### src/rtl/tlp_defragmenter_pkg.sv
// tlp_defragmenter_pkg: shared widths, valid-bytes encoding and fsm states for tlp defragmentation
package tlp_defragmenter_pkg;
  localparam int DLL_TLP_WIDTH = 256;
  localparam int DLL_LENGTH_WIDTH = 10;
  localparam int RX_FIFO_ADD_WIDTH = 6;
  typedef logic [2:0] valid_bytes_encoding;
  typedef enum logic [1:0] {IDLE, RECV, DROP} fsm_state_e;
endpackage

### src/rtl/tlp_defragmenter_vb_decoder.sv
// vb_decoder: converts the valid-bytes code into a 1..8 dw count
module vb_decoder
  import tlp_defragmenter_pkg::*;
(
  input  valid_bytes_encoding vb,
  output logic [3:0]          dw
);
  assign dw = 4'(vb) + 4'd1;
endmodule

### src/rtl/tlp_defragmenter.sv
// tlp_defragmenter: reassembles dll beats into rx-fifo writes with commit/discard framing and error pulses
module tlp_defragmenter
  import tlp_defragmenter_pkg::*;
#(
  parameter int DLL_TLP_WIDTH = tlp_defragmenter_pkg::DLL_TLP_WIDTH,
  parameter int DLL_LENGTH_WIDTH = tlp_defragmenter_pkg::DLL_LENGTH_WIDTH,
  parameter int RX_FIFO_ADD_WIDTH = tlp_defragmenter_pkg::RX_FIFO_ADD_WIDTH
)(
  input  logic                         clk,
  input  logic                         arst,
  input  logic                         sop,
  input  logic                         eop,
  input  logic                         TLP_valid,
  input  valid_bytes_encoding          Valid_Bytes,
  input  logic [DLL_LENGTH_WIDTH-1:0]  Length,
  input  logic [DLL_TLP_WIDTH-1:0]     TLP,
  output logic                         Halt,
  input  logic [RX_FIFO_ADD_WIDTH:0]   fifo_free,
  output logic                         wr_en,
  output logic [DLL_TLP_WIDTH-1:0]     wr_data,
  output logic                         commit,
  output logic                         discard,
  output logic                         err_malformed,
  output logic                         err_overflow
);
  localparam int CW = DLL_LENGTH_WIDTH + 1;
  fsm_state_e st, st_nx;
  logic [CW-1:0] dw_cnt, base, total;
  logic [CW:0] sum;
  logic [DLL_LENGTH_WIDTH-1:0] len_q, len_cur;
  logic [3:0] beat_dw;
  logic start, abort, orphan, ovf, wr_nx, done, match, c_pipe, d_pipe;
  vb_decoder u_vb_decoder (.vb(Valid_Bytes), .dw(beat_dw));
  always_comb begin
    start = TLP_valid & sop;
    abort = start & (st == RECV);
    orphan = TLP_valid & ~sop & (st == IDLE);
    ovf = TLP_valid & (sop | st == RECV) & (fifo_free == '0);
    wr_nx = TLP_valid & (sop | st == RECV) & ~ovf;
    done = wr_nx & eop;
    base = sop ? '0 : dw_cnt;
    sum = {1'b0, base} + (CW+1)'(beat_dw);
    total = sum[CW] ? '1 : sum[CW-1:0];
    len_cur = start ? Length : len_q;
    match = total == {1'b0, len_cur};
    st_nx = ovf ? (eop ? IDLE : DROP) :
            wr_nx ? (eop ? IDLE : RECV) :
            (TLP_valid & eop & st == DROP) ? IDLE : st;
  end
  always_ff @(posedge clk or negedge arst) begin
    if (!arst) begin
      st <= IDLE;
      dw_cnt <= '0;
      len_q <= '0;
      wr_en <= 1'b0;
      wr_data <= '0;
      c_pipe <= 1'b0;
      d_pipe <= 1'b0;
      commit <= 1'b0;
      discard <= 1'b0;
      err_malformed <= 1'b0;
      err_overflow <= 1'b0;
      Halt <= 1'b1;
    end else begin
      st <= st_nx;
      if (wr_nx) dw_cnt <= total;
      len_q <= len_cur;
      wr_en <= wr_nx;
      if (wr_nx) wr_data <= TLP;
      c_pipe <= done & match;
      d_pipe <= done & ~match;
      commit <= c_pipe;
      discard <= d_pipe | ((abort | ovf) & ~c_pipe);
      err_malformed <= d_pipe | abort | orphan;
      err_overflow <= ovf;
      Halt <= fifo_free <= (RX_FIFO_ADD_WIDTH+1)'(2);
    end
  end
endmodule

### config.mk
export PLATFORM = sky130hd
export DESIGN_NAME = tlp_defragmenter
export DESIGN_NICKNAME = d
export VERILOG_FILES = /design/src/rtl/tlp_defragmenter_pkg.sv /design/src/rtl/tlp_defragmenter_vb_decoder.sv /design/src/rtl/tlp_defragmenter.sv
export SDC_FILE = /design/constraint.sdc
export NUM_CORES = 1
export LEC_CHECK = 0
export CELL_PAD_IN_SITES_DETAIL_PLACEMENT = 0
export CELL_PAD_IN_SITES_GLOBAL_PLACEMENT = 2
export CORE_MARGIN = 1.5
export CORE_UTILIZATION = 23
export CTS_BUF_LIST = sky130_fd_sc_hd__clkbuf_8 sky130_fd_sc_hd__clkbuf_16
export DETAILED_ROUTE_END_ITERATION = 12
export HOLD_SLACK_MARGIN = 0.05
export PLACE_DENSITY = 0.8
export SLEW_MARGIN = 15
export SYNTH_ARGS = -nofsm -noshare
export SYNTH_HDL_FRONTEND = slang
export SYNTH_SLANG_ARGS = --single-unit
### constraint.sdc
create_clock -name clk -period 3.5 [get_ports clk]
set_input_delay 0.7 -clock clk [delete_from_list [all_inputs] [get_ports clk]]
set_output_delay 0.7 -clock clk [all_outputs]
set_load 0.01 [all_outputs]
==> run summary <==
The launching element type of the critical path is an input port. The worst-case IR drop observed on VDD is around 0.28 mV. Setup slack on the worst reg-to-reg path comes out at 0.87 ns. Of all flip-flops after synthesis, the portion carrying an async set or reset was 100%. The library cells used most frequently in the layout, excluding fill and tap cells, are 784 x nand2_1, 541 x clkdlybuf4s50_1, 286 x dfrtp_1. After clock tree synthesis, the repair step resized 0 gates. After clock tree synthesis, the flow added hold-fix buffers numbering 0. The final setup slack of the worst path came out at 0.476 ns. The total DRC errors in the routed layout is 0. The vertical die dimension is 227 µm. TritonCTS built the clock tree.

The area of the die is 51300 µm². The count of buffers from port buffering is approximately 540. The clock tree synthesis step divided the H-tree into 2 levels. The total of warnings raised by yosys came out at 0. For this run, the top clock speed supported by timing is 331 MHz. For this run, the leading register cell type out of synthesis is dfrtp_1. The clock-pin slew on the worst setup and hold paths is 0.06 ns. The number of buffers added by the clock tree synthesis step is 36. Setup violations remaining at the end of the flow were counted as 0. The class of the tightest hold or removal check is input port to asynchronous set/reset pin. The leading cell type in the layout, fill and taps excluded is nand2_1. The final number of hold-violating endpoints was 0. The maximum clock insertion buffer count came out at 3.

The core outline area came out at 49200 µm². The weighted congestion at the end of routability-driven global placement came out at 0.786. The remaining global-route overflow is 0.

The critical path goes through clkdlybuf4s50_1 > nand2b_1 > ha_1 > fa_1 > and2b_4 > o21ai_1 > and2_4 > o311a_1 > o311a_1 > o311a_1. The detailed router's first-iteration violation count is 478. The number of flops mapped to enable cells by yosys came out at 0. The net count of the mapped netlist came out at ~1600. The placed cell count came out at 2462. The max capacitance violation total is 0. The critical register-to-register path startpoint is dw_cnt[0]. In this run the power density over the cells is 571 nW/µm². The wire-length estimate of the detail-placed layout is 29200 µm. The first global-routing pass estimated 61300 µm of wire. The maximum fanout along the worst path is 3. Setup repair after global routing left no endpoint under its margin. The number of max-slew violations in the final report came out at 0. The share of the Yosys chip area taken by registers is 62.5%. In this run, distinct cell masters in the synthesized netlist total 55.

The cell that appears most often on the critical path is o311a_1. The net count of the finished layout is 2121. The largest individual stage delay along the critical path comes from the cell clkdlybuf4s50_1. The overall power consumption is ~11 mW. The post-placement worst setup slack came out at -0.0732 ns. The insertion delay of the later-clocked pin in the worst-skew pair came out at 0.54 ns. The smallest hold slack came out at 0.148 ns.

The leakage power figure is 9.06 nW. Relative to the synthesized area, the layout overhead comes to 64.9%. The final layout contains routed wiring with a total length of 40900 µm. Clock tree synthesis selected as its root buffer the cell clkbuf_16. The die width came out at 227 µm.

The number of antenna violations at the first check in global routing was 2. At the end of the flow the core is filled with cells to 38.6%. After clock tree synthesis, the setup repair step added 0 buffers. The via count of the first global-routing pass is 10466. At the worst endpoint, the arrival time is about 3.4 ns. The ratio of cells with drive above 1 in the final layout came out at under 10%.

The CTS sink count came out at 287. The slew of the pin with the lowest slew margin came out at 0.769 ns. The post-synthesis register bit count came out at 287.

The run finished with clean final reports. The final cell count without fillers came out at 2524. Synthesis produced a netlist whose cell count is approximately 1300. The worst-case reg-to-reg path depth came out at 9. The shortest clock period the worst path allows after layout is 3.02 ns. The mean instance size in the synthesized netlist is 8.87 µm². Dividing the detail-routed via count by the number of cells gives 4.11. The pin count of the biggest net entering global routing came out at 98. The endpoint identified for the worst register-to-register timing path is d_pipe.

The number of I/O pins is ~540. The critical path's largest stage delay is 0.47 ns. The routed via count came out at 10385.

The antenna violation net count after detailed routing came out at 0. The type of destination of the critical path is a register. The floorplan has 81 rows. The combined buffer and inverter count along the critical path came out at 1. The critical path class is input port to register. The post-detailed-route wirelength per cell came out at 16.2 µm. The global-route usage over all layers came out at 15.4%.

The final critical path takes up 86.4% of the cycle. The netlist area before placement came out at 11500 µm². Broken down by cell family, the worst path's largest delay share belongs to compound AO/OA/AOI/OAI gates. The required time reported for the critical path endpoint came out at 3.91 ns. The worst pin sits at a relative slew slack of 48.7%. The number of optimization iterations in the first detailed-route pass is 6. For this configuration, the core starts out at a cell density of 23.4%. The worst setup skew after layout is ~0.012 ns.
[how the worst max path moves through the flow]
stage / start / to / slack (ns) / depth (start not counted)
6_report: sop / d_pipe / 0.48 / 10
5_1_grt: sop / d_pipe / 0.34 / 12
4_1_cts: sop / d_pipe / 0.49 / 10
3_5_place_dp: sop / d_pipe / -0.07 / 10
3_3_place_gp: sop / d_pipe / -0.02 / 10
2_1_floorplan: sop / d_pipe / 0.01 / 12
[through the flow]
step	instance area, µm²	TNS (ns)
after floorplan	11500	0
after global placement	17800	-0.0242
after detailed placement	17800	-0.0732
after CTS	19000	0
after global routing	19000	0
final	19000	0
[kinds of logic after synthesis]
| family | Yosys count | synth area share (%) |
|---|---|---|
| muxes | 13 | 1.19 |
| buffers and inverters | 80 | 3.20 |
| AOI/OAI and AO/OA | 59 | 3.46 |
| adders and majority gates | 4 | 0.501 |
| xor gates and xnor gates | 9 | 0.686 |
| DFF | 287 | 62.5 |
| and+or+nand+nor | 844 | 28.5 |
[state kept, by name (all words and copies together) (netlist names)]
signal / count
commit: 1
dw_cnt: 11
err_overflow: 1
len_q: 10
d_pipe: 1
Halt: 1
discard: 1
st: 2
err_malformed: 1
wr_en: 1
c_pipe: 1
wr_data: 256
[routing by layer]
layer  share of wire, %  vias up  track usage (%)
li1                   -     5076                -
met1                 39     4857             17.6
met2                 47      396             25.8
met3                 11       56             6.85
met4                2.3        0             4.95
met5                  0        -                0
[power by group]
part	internal [mW]	switching (mW)	total, mW
Combinational	1.53	1.32	2.86
Sequential	3.87	0.327	4.20
Clock	2.31	1.47	3.78
[layout make-up]
cell class                 count  area [µm²]
fill                        4962       30200
timing repair buffer         569        5730
tap                          664         831
inverter                      13        56.3
sequential                   287        7180
multi-input combinational    929        3950
clock buffer                  49        1090
clock inverter                12         114
antenna                        1        2.50
[Yosys cell counts, drive strengths merged (4+ instances only)]
cell      n  area share [%]
nand2b    6            0.33
nand3     5            0.22
a31oi     4            0.22
nor3      4            0.17
inv      13            0.42
nor2     16            0.52
and3      5            0.27
clkbuf   23            0.84
mux2i     8            0.70
nand2   785              26
xor2      7            0.53
dfrtp   286              62
buf      44             1.9
nor2b     9            0.49
a21oi    16            0.73
o21ai    14            0.64
mux2      5            0.49
No activity file was read; power rests on OpenSTA's default activity.
